<file path="src/rtl/cla_addsub_pipe_if.sv">
// -----------------------------------------------------------------------------
// cla_addsub_pipe_if
// Handshake bundle for the pipelined carry-lookahead adder/subtractor.
//   Operand side : in_valid, in_ready, a, b, sub
//   Result side  : out_valid, out_ready, sum, cout, ovf, zero
// Modports:
//   slave  - the adder itself (consumes operands, produces results)
//   master - the environment driving operands and accepting results
// -----------------------------------------------------------------------------
interface cla_addsub_pipe_if #(
  parameter int WIDTH = 16
) ();
  logic             in_valid;
  logic             in_ready;
  logic [WIDTH-1:0] a;
  logic [WIDTH-1:0] b;
  logic             sub;
  logic             out_valid;
  logic             out_ready;
  logic [WIDTH-1:0] sum;
  logic             cout;
  logic             ovf;
  logic             zero;

  modport slave (
    input  in_valid, a, b, sub, out_ready,
    output in_ready, out_valid, sum, cout, ovf, zero
  );

  modport master (
    output in_valid, a, b, sub, out_ready,
    input  in_ready, out_valid, sum, cout, ovf, zero
  );
endinterface

</file>
<file path="src/rtl/cla_addsub_pipe.sv">
// -----------------------------------------------------------------------------
// cla_addsub_pipe
// Two-stage pipelined carry-lookahead adder/subtractor.
//   Stage 1 forms per-bit generate/propagate and 4-bit group GG/GP.
//   Stage 2 resolves block carries, in-group carries, sum and flags.
// Ports:
//   clk  - rising-edge clock
//   rst  - synchronous active-high reset
//   io   - cla_addsub_pipe_if.slave
//          in_valid/in_ready/a/b/sub    operand beat (sub=1 computes a-b)
//          out_valid/out_ready          result handshake
//          sum  result modulo 2^WIDTH
//          cout carry out of MSB (subtract: 1 = no borrow)
//          ovf  signed overflow
//          zero sum == 0
// -----------------------------------------------------------------------------
module cla_addsub_pipe #(
  parameter int WIDTH = 16
) (
  input  logic              clk,
  input  logic              rst,
  cla_addsub_pipe_if.slave  io
);

  localparam int NG = WIDTH / 4;

  // Group generate/propagate of one 4-bit slice, returned as {GG, GP}.
  function automatic logic [1:0] f_group_gp(input logic [3:0] g, input logic [3:0] p);
    logic gg;
    logic gp;
    gg = g[3] | (p[3] & g[2]) | (p[3] & p[2] & g[1]) | (p[3] & p[2] & p[1] & g[0]);
    gp = &p;
    return {gg, gp};
  endfunction

  // Full carry vector: c[i] is the carry into bit i, c[WIDTH] the carry out.
  // Block carries chain through GG/GP; inside a group every carry is a
  // lookahead term from that group's carry-in, never a ripple.
  function automatic logic [WIDTH:0] f_carries(
    input logic [WIDTH-1:0] g,
    input logic [WIDTH-1:0] p,
    input logic [NG-1:0]    gg,
    input logic [NG-1:0]    gp,
    input logic             cin
  );
    logic [WIDTH:0] c;
    logic           bc;
    c  = '0;
    bc = cin;
    for (int k = 0; k < NG; k++) begin
      c[4*k]   = bc;
      c[4*k+1] = g[4*k] | (p[4*k] & bc);
      c[4*k+2] = g[4*k+1] | (p[4*k+1] & g[4*k]) | (p[4*k+1] & p[4*k] & bc);
      c[4*k+3] = g[4*k+2] | (p[4*k+2] & g[4*k+1]) | (p[4*k+2] & p[4*k+1] & g[4*k])
               | (p[4*k+2] & p[4*k+1] & p[4*k] & bc);
      bc       = gg[k] | (gp[k] & bc);
    end
    c[WIDTH] = bc;
    return c;
  endfunction

  logic [WIDTH-1:0] w_bx_p0;
  logic [WIDTH-1:0] w_g_p0;
  logic [WIDTH-1:0] w_p_p0;
  logic [NG-1:0]    w_gg_p0;
  logic [NG-1:0]    w_gp_p0;
  logic             w_in_xfer;

  logic [WIDTH-1:0] r_g_p1;
  logic [WIDTH-1:0] r_p_p1;
  logic [NG-1:0]    r_gg_p1;
  logic [NG-1:0]    r_gp_p1;
  logic             r_cin_p1;
  logic             r_vld_p1;

  logic [WIDTH:0]   w_c_p1;
  logic [WIDTH-1:0] w_sum_p1;
  logic             w_s2_load;

  logic [WIDTH-1:0] r_sum_p2;
  logic             r_cout_p2;
  logic             r_ovf_p2;
  logic             r_zero_p2;
  logic             r_vld_p2;

  // ---- Stage 0 -> 1: operand prep, bit and group G/P ----
  assign w_bx_p0 = io.sub ? ~io.b : io.b;
  assign w_g_p0  = io.a & w_bx_p0;
  assign w_p_p0  = io.a ^ w_bx_p0;

  always_comb begin
    w_gg_p0 = '0;
    w_gp_p0 = '0;
    for (int k = 0; k < NG; k++) begin
      {w_gg_p0[k], w_gp_p0[k]} = f_group_gp(w_g_p0[4*k +: 4], w_p_p0[4*k +: 4]);
    end
  end

  // Stage 2 can take a new result when it is empty or being drained now.
  assign w_s2_load   = r_vld_p1 && (!r_vld_p2 || io.out_ready);
  assign io.in_ready = !r_vld_p1 || w_s2_load;
  assign w_in_xfer   = io.in_valid && io.in_ready;

  always_ff @(posedge clk) begin
    if (rst) begin
      r_g_p1   <= '0;
      r_p_p1   <= '0;
      r_gg_p1  <= '0;
      r_gp_p1  <= '0;
      r_cin_p1 <= 1'b0;
      r_vld_p1 <= 1'b0;
    end else begin
      if (w_in_xfer) begin
        r_g_p1   <= w_g_p0;
        r_p_p1   <= w_p_p0;
        r_gg_p1  <= w_gg_p0;
        r_gp_p1  <= w_gp_p0;
        r_cin_p1 <= io.sub;
        r_vld_p1 <= 1'b1;
      end else if (w_s2_load) begin
        r_vld_p1 <= 1'b0;
      end
    end
  end

  // ---- Stage 1 -> 2: carry lookahead, sum and flags ----
  assign w_c_p1   = f_carries(r_g_p1, r_p_p1, r_gg_p1, r_gp_p1, r_cin_p1);
  assign w_sum_p1 = r_p_p1 ^ w_c_p1[WIDTH-1:0];

  always_ff @(posedge clk) begin
    if (rst) begin
      r_sum_p2  <= '0;
      r_cout_p2 <= 1'b0;
      r_ovf_p2  <= 1'b0;
      r_zero_p2 <= 1'b0;
      r_vld_p2  <= 1'b0;
    end else begin
      if (w_s2_load) begin
        r_sum_p2  <= w_sum_p1;
        r_cout_p2 <= w_c_p1[WIDTH];
        r_ovf_p2  <= w_c_p1[WIDTH] ^ w_c_p1[WIDTH-1];
        r_zero_p2 <= (w_sum_p1 == '0);
        r_vld_p2  <= 1'b1;
      end else if (io.out_ready) begin
        r_vld_p2  <= 1'b0;
      end
    end
  end

  // ---- Stage 2 -> output ----
  assign io.out_valid = r_vld_p2;
  assign io.sum       = r_sum_p2;
  assign io.cout      = r_cout_p2;
  assign io.ovf       = r_ovf_p2;
  assign io.zero      = r_zero_p2;

endmodule

</file>
<file path="src/flat_wrapper.sv">
// flat-port wrapper written by rule: the top's interface ports become plain ports
module cla_addsub_pipe_flat 
#(
  parameter int WIDTH = 16
)
  (clk, rst, io_in_valid, io_a, io_b, io_sub, io_out_ready, io_in_ready, io_out_valid, io_sum, io_cout, io_ovf, io_zero);
  cla_addsub_pipe_if #(.WIDTH(WIDTH)) io_i ();
  input  logic clk;
  input  logic rst;
  input wire logic [$bits(io_i.in_valid)-1:0] io_in_valid;
  input wire logic [$bits(io_i.a)-1:0] io_a;
  input wire logic [$bits(io_i.b)-1:0] io_b;
  input wire logic [$bits(io_i.sub)-1:0] io_sub;
  input wire logic [$bits(io_i.out_ready)-1:0] io_out_ready;
  output wire logic [$bits(io_i.in_ready)-1:0] io_in_ready;
  output wire logic [$bits(io_i.out_valid)-1:0] io_out_valid;
  output wire logic [$bits(io_i.sum)-1:0] io_sum;
  output wire logic [$bits(io_i.cout)-1:0] io_cout;
  output wire logic [$bits(io_i.ovf)-1:0] io_ovf;
  output wire logic [$bits(io_i.zero)-1:0] io_zero;
  assign io_i.in_valid = io_in_valid;
  assign io_i.a = io_a;
  assign io_i.b = io_b;
  assign io_i.sub = io_sub;
  assign io_i.out_ready = io_out_ready;
  assign io_in_ready = io_i.in_ready;
  assign io_out_valid = io_i.out_valid;
  assign io_sum = io_i.sum;
  assign io_cout = io_i.cout;
  assign io_ovf = io_i.ovf;
  assign io_zero = io_i.zero;
  cla_addsub_pipe #(.WIDTH(WIDTH)) u_core (.clk(clk), .rst(rst), .io(io_i));
endmodule
</file>
<file path="config.mk">
export PLATFORM = sky130hd
export DESIGN_NAME = cla_addsub_pipe_flat
export DESIGN_NICKNAME = d
export VERILOG_FILES = /design/src/rtl/cla_addsub_pipe_if.sv /design/src/rtl/cla_addsub_pipe.sv /design/src/flat_wrapper.sv
export SDC_FILE = /design/constraint.sdc
export NUM_CORES = 1
export LEC_CHECK = 0
export ABC_AREA = 0
export BUFFER_PORTS_ARGS = -buffer_cell sky130_fd_sc_hd__buf_2
export CELL_PAD_IN_SITES_DETAIL_PLACEMENT = 1
export CELL_PAD_IN_SITES_GLOBAL_PLACEMENT = 1
export CORE_ASPECT_RATIO = 0.75
export CORE_UTILIZATION = 36
export CTS_CLUSTER_SIZE = 10
export DETAILED_ROUTE_END_ITERATION = 16
export PLACE_DENSITY = 0.71
export SYNTH_ARGS = -nofsm -noshare
export SYNTH_HDL_FRONTEND = slang
export SYNTH_SLANG_ARGS = --single-unit
</file>
<file path="constraint.sdc">
create_clock -name clk -period 3.5 [get_ports clk]
set_input_delay 0.7 -clock clk [delete_from_list [all_inputs] [get_ports clk]]
set_output_delay 0.7 -clock clk [all_outputs]
set_load 0.02 [all_outputs]
</file>
==> parameters.txt, run 1 <==
Parameter                              Value

CTS
  Count of buffers added by post-CTS timing repair for setup ... 0
  Number of buffers created by CTS ... 9
  CTS tree ... yes
  CTS Root Cell ... clkbuf_8
  Maximum clock path buffer count ... 2
  Number of gates resized after CTS ... 0
  Later-pin clock latency in the skew report ... 0.34 ns
  Clock Sinks ... slightly below 60
  Maximum level of the CTS H-tree ... 3
  Clock transition time at the flip-flop clock pins of the worst setup and hold paths ... 0.07 ns
  Hold bufs inserted after CTS ... 0

Floorplan
  Starting Density ... between 30 and 40%
  Std cell rows ... 27
  Height of the die ... between 70 and 80 um
  Count of boundary I/O pins ... 58
  Overall die width ... 104 um
  Floorplan die area ... 8230 um^2
  CORE AREA ... 7470 um^2

Worst setup path
  R2R depth ... 10
  Data required time of the worst path ... about 3.8 ns
  Element type at the critical path end ... flip-flop
  Category of the worst setup path launch point ... flip-flop
  Reg-to-reg endpoint ... u_core.io.zero
  Register-to-Register Setup Slack ... 0.61 ns
  Crit path from ... u_core.r_cin_p1
  Arrival time at the worst endpoint ... 3.15 ns
  Largest driver fanout on the critical path ... 5
  Crit path capture ... u_core.io.zero
  Startpoint of the most critical register-to-register path ... u_core.r_cin_p1
  Critical path class ... flip-flop to flip-flop

Drt
  Via count of the routed design ... about 2500
  Post-Route WL ... 7.25 mm
  Count of TritonRoute iterations in the first routing pass ... 4
  DRC violation total after the first TritonRoute iteration ... 50
  Post-detailed-route via-to-cell ratio ... 4.94
  Remaining antenna violation count after routing ... 0
  Wire length per cell ... about 14 um
  Residual DRC ... 0

Min path
  Hold/Removal Path Class ... flip-flop to flip-flop

Timing
  Max Slew Vio Count ... 0
  Actual transition at the worst max-transition pin ... 0.898 ns
  Achievable clock frequency ... 346 MHz
  Finish-stage setup viols ... 0
  RSZ-0062 raised after global routing ... no
  Setup TNS after final layout ... 0 ns
  Shortest period the worst path allows ... roughly 2.9 ns
  Fraction of the cycle the final worst path needs ... 82.6%
  Fin Hold WS ... 0.453 ns
  Hold Fails Final Rpt ... 0
  Skew final ... 0.00831 ns
  Max_slew headroom ... 40.2%

Synthesis
  Yosys warning total ... 0
  Count of flip-flops with a built-in enable after synthesis ... 0
  Post-synth cell types ... 27
  Average instance area after synthesis ... 7.94 um^2
  Syn nets ... 414
  Biggest area consumer among synthesized cells ... dfxtp_1
  Area fraction of the dominant cell type after synthesis ... 41.0%
  Post-synth ARST share ... 0%
  Number of synthesized register bits ... 58
  Register area share after synthesis ... 41.0%
  Most frequent cells after synthesis ... 90 x nand2_1, 60 x a21oi_1, 58 x dfxtp_1, 33 x nor2_1, 20 x ha_1
  Combined area of all synthesized cells ... 2830 um^2
  Primary FF master, synth ... dfxtp_1
  Synth Instances ... 357
  Dominant cell by count in the synthesized netlist ... nand2_1
  Synth top area cells ... dfxtp_1 41%, nand2_1 12%, a21oi_1 11%, ha_1 8.8%, xor2_1 5.9%

Layout
  Count of placed standard cells in the final layout, fillers left out ... 515
  Area Growth Syn to Fin ... 19.6%
  Fill count ... 936
  Final net count ... 466
  Antenna Cells ... 0
  Area taken by multi-input logic gates ... around 1600 um^2
  Fraction of layout cells with a size suffix above 1 ... about 19%
  Area taken by flip-flops and latches ... 1160 um^2

Placement
  Global placement routability congestion ... just under 0.8
  Placed wire-length estimate after detailed placement ... approximately 5.4 mm
  Placed cell count ... 499
  # port buffers ... between 50 and 60

Global route
  Number of antenna violations at the first check in global routing ... 0
  Total congestion overflow after global routing ... 0
  Wire length of the first global-routing pass ... 12.8 mm
  GRT Overall Usage ... 19.7%
  Maximum number of pins on one net before global-route repair ... 59
  Vias in the first global route ... between 2000 and 3000

Power
  Power density cells ... 472 nW/um^2
  Static Leakage ... 1.46 nW
  IR Drop Worst-Case VDD ... 0.186 mV

Run
  Max-cap check violation count ... 0

Run status
  Run status ... finished, final reports clean
[metrics by stage]
step           instance area, um^2  util, %  total power (W)  worst slack [ns]
2_1_floorplan                 2830        -         0.000938             0.913
3_3_place_gp                  3200     42.9          0.00103             0.740
3_5_place_dp                  3200     42.9          0.00104             0.615
4_1_cts                       3390     45.4          0.00162             0.592
5_1_grt                       3390     45.4          0.00170             0.390
6_report                      3390     45.4          0.00160             0.609
[flip-flops by register name (all words and copies together) (netlist names), 4 cells and up]
name / flops
u_core.io.sum: 16
u_core.r_p_p1: 16
u_core.r_g_p1: 12
u_core.r_gg_p1: 4
u_core.r_gp_p1: 4
[power by group]
group	switching, W	internal [W]
combinational	0.000168	0.000118
sequential	0.0000349	0.000701
clock	0.000267	0.000312
total	0.000470	0.00113
[worst min-delay path by stage]
| stage | startpoint | end | slack, ns | cells past startpoint |
|---|---|---|---|---|
| 2_1_floorplan | u_core.r_g_p1[2] | u_core.r_g_p1[2] | 0.44 | 2 |
| 3_3_place_gp | u_core.io.sum[6] | u_core.io.sum[6] | 0.44 | 2 |
| 3_5_place_dp | u_core.io.sum[7] | u_core.io.sum[7] | 0.44 | 2 |
| 4_1_cts | u_core.io.sum[7] | u_core.io.sum[7] | 0.45 | 2 |
| 5_1_grt | u_core.io.sum[11] | u_core.io.sum[11] | 0.48 | 2 |
| 6_report | u_core.io.sum[7] | u_core.io.sum[7] | 0.45 | 2 |
[metal layers]
metal	global-route usage, %	vias to the layer above	wire length, um
li1	-	1308	-
met1	25.7	1180	3700
met2	32.4	47	3190
met3	4.68	10	271
met4	5.57	0	80
met5	0	-	0
[cell type report]
class	instances	share of cell area [%]
tap	101	3.73
inverter	1	0.111
sequential	58	34.2
clock buffer	12	4.87
multi-input combinational	278	47.0
timing repair buffer	61	9.30
clock inverter	4	0.738
[cell usage in the layout, fill, tap and decap left out, drive strengths merged]
cell type,netlist,routed
nand4b,1,1
a21o,5,5
mux2i,2,2
o32ai,1,1
nand3,1,1
or4,3,3
xor2,19,19
nor3,1,1
nand2,90,90
dfxtp,58,58
nand2b,2,2
inv,1,1
clkinv,0,2
nor2,33,33
nor2b,6,6
ha,20,20
clkbuf,16,12
and2,1,1
nand3b,1,1
xnor2,10,10
a211oi,9,9
a21oi,60,60
o21ai,4,4
nand4,5,5
a31o,2,2
o31ai,2,2
buf,4,61
clkinvlp,0,2
[cell families (layout without fill, tap and decap cells)]
logic type,after synthesis,after routing,share of synthesized area [%]
flip-flops,58,58,41.0
AO/OA/AOI/OAI,83,83,16.6
buffers and inverters,21,78,2.78
AND/OR/NAND/NOR,144,144,21.1
XOR/XNOR,29,29,8.96
multiplexers,2,2,0.706
adder cells (fa/ha/maj),20,20,8.83
[critical path: stages (launching register included)]
cell	delay, ns
dfxtp_1	0.35
a211oi_1	0.39
nor2_1	0.13
a21o_1	0.21
ha_1	0.19
nor2_1	0.11
xnor2_1	0.10
or4_1	0.53
nand4b_1	0.20
or4_1	0.43
o31ai_2	0.17
No activity file was read; power rests on OpenSTA's default activity.
==> inputs of run 2 (changes only) <==
- ABC_AREA: 0 -> 1
- PLACE_DENSITY: 0.71 -> 0.74
- clock period: 3.5 -> 2.56 ns (I/O delays scaled with it)
==> parameters.txt, run 2 <==
Parameter                              Value

Global route
  Wire length of the first global-routing pass ... 13.2 mm (+3.3%)
  GRT Overall Usage ... 19.9% (+0.23 points)
  Maximum number of pins on one net before global-route repair ... 54 (-8.5%)
  Number of antenna violations at the first check in global routing ... 0 (unchanged)
  Vias in the first global route ... 2720 (+4.4%)
  Total congestion overflow after global routing ... 0 (unchanged)

Worst setup path
  Critical-path cell list ... nand2_2 -> nand2_4 -> nand2_4 -> nand2_4 -> nand2_4 -> nand2_4 -> ha_1 -> inv_1 -> nand4_1 -> nor2_1 -> nand3_1 -> nor2_1 -> nand3_1 -> nor2_1 -> nand2_1 -> a21oi_2
  Arrival time at the worst endpoint ... 2.24 ns (-0.91 ns)
  Slowest-stage cell, CP ... dfxtp_1
  Category of the worst setup path launch point ... flip-flop
  Register-to-Register Setup Slack ... 0.59 ns (about the same)
  Largest stage delay on the critical path ... 0.41 ns (-0.12 ns)
  Reg-to-reg endpoint ... u_core.io.zero
  Most common cell on crit path ... nand2_4
  Critical path class ... flip-flop to flip-flop
  R2R depth ... 16 (+6)
  Data required time of the worst path ... 2.83 ns (-0.93 ns)
  Element type at the critical path end ... flip-flop
  Largest driver fanout on the critical path ... 5 (unchanged)
  Startpoint of the most critical register-to-register path ... u_core.r_cin_p1

Floorplan
  Height of the die ... 80.7 um (+2.4%)
  Floorplan die area ... 8630 um^2 (+4.8%)
  Starting Density ... 37.4% (-0.56 points)
  Overall die width ... 107 um (+2.4%)
  Count of boundary I/O pins ... 58 (unchanged)
  CORE AREA ... 7950 um^2 (+6.5%)
  Std cell rows ... 28 (+3.7%)

Power
  Static Leakage ... 1.79 nW (+22%)
  Power density cells ... 664 nW/um^2 (+41%)
  IR Drop Worst-Case VDD ... 0.308 mV (+66%)

Placement
  Post-Place Setup Slack ... 0.516 ns (-0.0995 ns)
  Placed wire-length estimate after detailed placement ... 5.81 mm (+7.8%)
  # port buffers ... 57 (unchanged)
  Global placement routability congestion ... 0.775 (-0.72%)

Timing
  Shortest period the worst path allows ... 1.97 ns (-0.925 ns)
  Actual transition at the worst max-transition pin ... 0.668 ns (-0.230 ns)
  Least setup slack across all paths after layout ... 0.594 ns (-0.0149 ns)
  Max Slew Vio Count ... 0 (unchanged)
  Setup TNS after final layout ... 0 ns (unchanged)
  RSZ-0062 raised after global routing ... no
  Achievable clock frequency ... 509 MHz (+47%)
  Skew final ... 0.00700 ns (-0.00131 ns)
  Hold Fails Final Rpt ... 0 (unchanged)
  Fraction of the cycle the final worst path needs ... 76.8% (-5.8 points)
  Finish-stage setup viols ... 0 (unchanged)
  Max_slew headroom ... 55.2% (+15 points)

Synthesis
  Most frequent cells after synthesis ... 58 x dfxtp_1, 57 x nor2_1, 48 x nand2_1, 43 x inv_1, 42 x a21oi_1
  Count of flip-flops with a built-in enable after synthesis ... 0 (unchanged)
  Post-synth cell types ... 28 (+3.7%)
  Register area share after synthesis ... 39.0% (-1.9 points)
  Primary FF master, synth ... dfxtp_1
  Post-synth ARST share ... 0% (unchanged)
  Combined area of all synthesized cells ... 2970 um^2 (+4.9%)
  Biggest area consumer among synthesized cells ... dfxtp_1
  Dominant cell by count in the synthesized netlist ... dfxtp_1
  Syn nets ... 452 (+9.2%)
  Yosys warning total ... 0 (unchanged)
  Synth top area cells ... dfxtp_1 39%, ha_1 8.4%, nor2_1 7.2%, a21oi_1 7.1%, nand2_1 6.1%
  Number of synthesized register bits ... 58 (unchanged)
  Area fraction of the dominant cell type after synthesis ... 39.0% (-1.9 points)
  Synth Instances ... 395 (+11%)
  Average instance area after synthesis ... 7.53 um^2 (-5.2%)

Drt
  Remaining antenna violation count after routing ... 0 (unchanged)
  DRC violation total after the first TritonRoute iteration ... 82 (+64%)
  Count of TritonRoute iterations in the first routing pass ... 4 (unchanged)
  Residual DRC ... 0 (unchanged)
  Post-Route WL ... 7.80 mm (+7.7%)
  Wire length per cell ... 13.9 um (-1.2%)
  Post-detailed-route via-to-cell ratio ... 4.91 (-0.55%)
  Via count of the routed design ... 2757 (+8.3%)

Layout
  Final net count ... 509 (+9.2%)
  Area Growth Syn to Fin ... 20.0%
  Fraction of layout cells with a size suffix above 1 ... 20.0% (+0.63 points)
  Most common cell after layout, fill and taps aside ... dfxtp_1
  Antenna Cells ... 0 (unchanged)
  Top library cells by usage in the layout, fill and taps aside ... 58 x dfxtp_1, 57 x nor2_1, 57 x buf_2

Min path
  Hold/Removal Path Class ... flip-flop to flip-flop
  End point of the worst hold path ... u_core.r_g_p1[13]
  Start point of the worst min-delay path ... u_core.r_g_p1[13]
  Worst hold stages ... 2 (unchanged)

CTS
  Number of buffers created by CTS ... 9 (unchanged)
  CTS tree ... yes
  Maximum level of the CTS H-tree ... 3 (unchanged)
  Later-pin clock latency in the skew report ... 0.33 ns (about the same)
  Maximum clock path buffer count ... 2 (unchanged)
  CTS Root Cell ... clkbuf_8
  Clock transition time at the flip-flop clock pins of the worst setup and hold paths ... 0.07 ns (about the same)
  Count of buffers added by post-CTS timing repair for setup ... 0 (unchanged)
  Hold bufs inserted after CTS ... 0 (unchanged)
  Number of gates resized after CTS ... 0 (unchanged)
  Clock Sinks ... 58 (unchanged)

Run status
  Run status ... finished, final reports clean

Run
  Max-cap check violation count ... 0 (unchanged)
run 2: cell families after synthesis:
group                    synth area share (%)
buffers and inverters                    8.20
AO/OA/AOI/OAI                            16.9
adder cells (fa/ha/maj)                  8.41
AND/OR/NAND/NOR                          21.2
XOR/XNOR                                 6.18
flip-flops                               39.0
run 2: critical path: cells and delay by family (launching register included):
family                   cells  cell delay, ns
adder cells (fa/ha/maj)      1            0.23
AND/OR/NAND/NOR             13            1.08
flip-flops                   1            0.41
buffers and inverters        1            0.08
AO/OA/AOI/OAI                1            0.11
run 2: layout make-up:
| class | count | area, um^2 |
|---|---|---|
| well taps | 105 | 131 |
| clock buffers | 13 | 169 |
| repair buffers | 63 | 330 |
| clock inverters | 2 | 35.0 |
| inverters | 46 | 173 |
| flip-flops and latches | 58 | 1160 |
| multi-input cells | 274 | 1570 |
| fillers | 1001 | 4380 |
run 2: how the worst max path moves through the flow:
stage / start / endpoint / slack (ns) / depth (start not counted)
6_report: u_core.r_cin_p1 / u_core.io.zero / 0.59 / 16
5_1_grt: u_core.r_cin_p1 / u_core.io.zero / 0.38 / 16
2_1_floorplan: io_sub / u_core.r_gg_p1[0] / 0.63 / 8
3_5_place_dp: io_sub / u_core.r_gg_p1[1] / 0.52 / 7
3_3_place_gp: io_sub / u_core.r_gg_p1[0] / 0.59 / 7
4_1_cts: u_core.r_cin_p1 / u_core.io.zero / 0.59 / 16
run 2: metal layers:
layer / vias up / share of wire [%] / global-route usage, % / wire length [um]
met1: 1303 / 51 / 26.7 / 4020
met2: 45 / 44 / 32.3 / 3460
li1: 1403 / - / - / -
met4: 0 / 0.62 / 4.93 / 48
met3: 6 / 3.5 / 4.63 / 276
met5: - / 0 / 0 / 0
run 2: stage by stage:
stage | instances | instance area [um^2] | total power, W | hold WS, ns | util [%]
after floorplan | 395 | 2970 | 0.00135 | 0.423 | -
after detailed placement | 546 | 3360 | 0.00151 | 0.446 | 42.3
after global placement | 546 | 3360 | 0.00150 | 0.444 | 42.3
after global routing | 561 | 3570 | 0.00251 | 0.485 | 44.9
after CTS | 561 | 3570 | 0.00239 | 0.450 | 44.9
final | 561 | 3570 | 0.00237 | 0.458 | 44.9
run 2: power breakdown:
group	total, W	switching [W]	leakage, nW	internal, W
combinational	0.000468	0.000293	1.20	0.000175
sequential	0.00102	0.0000496	0.479	0.000973
clock	0.000879	0.000356	0.106	0.000523
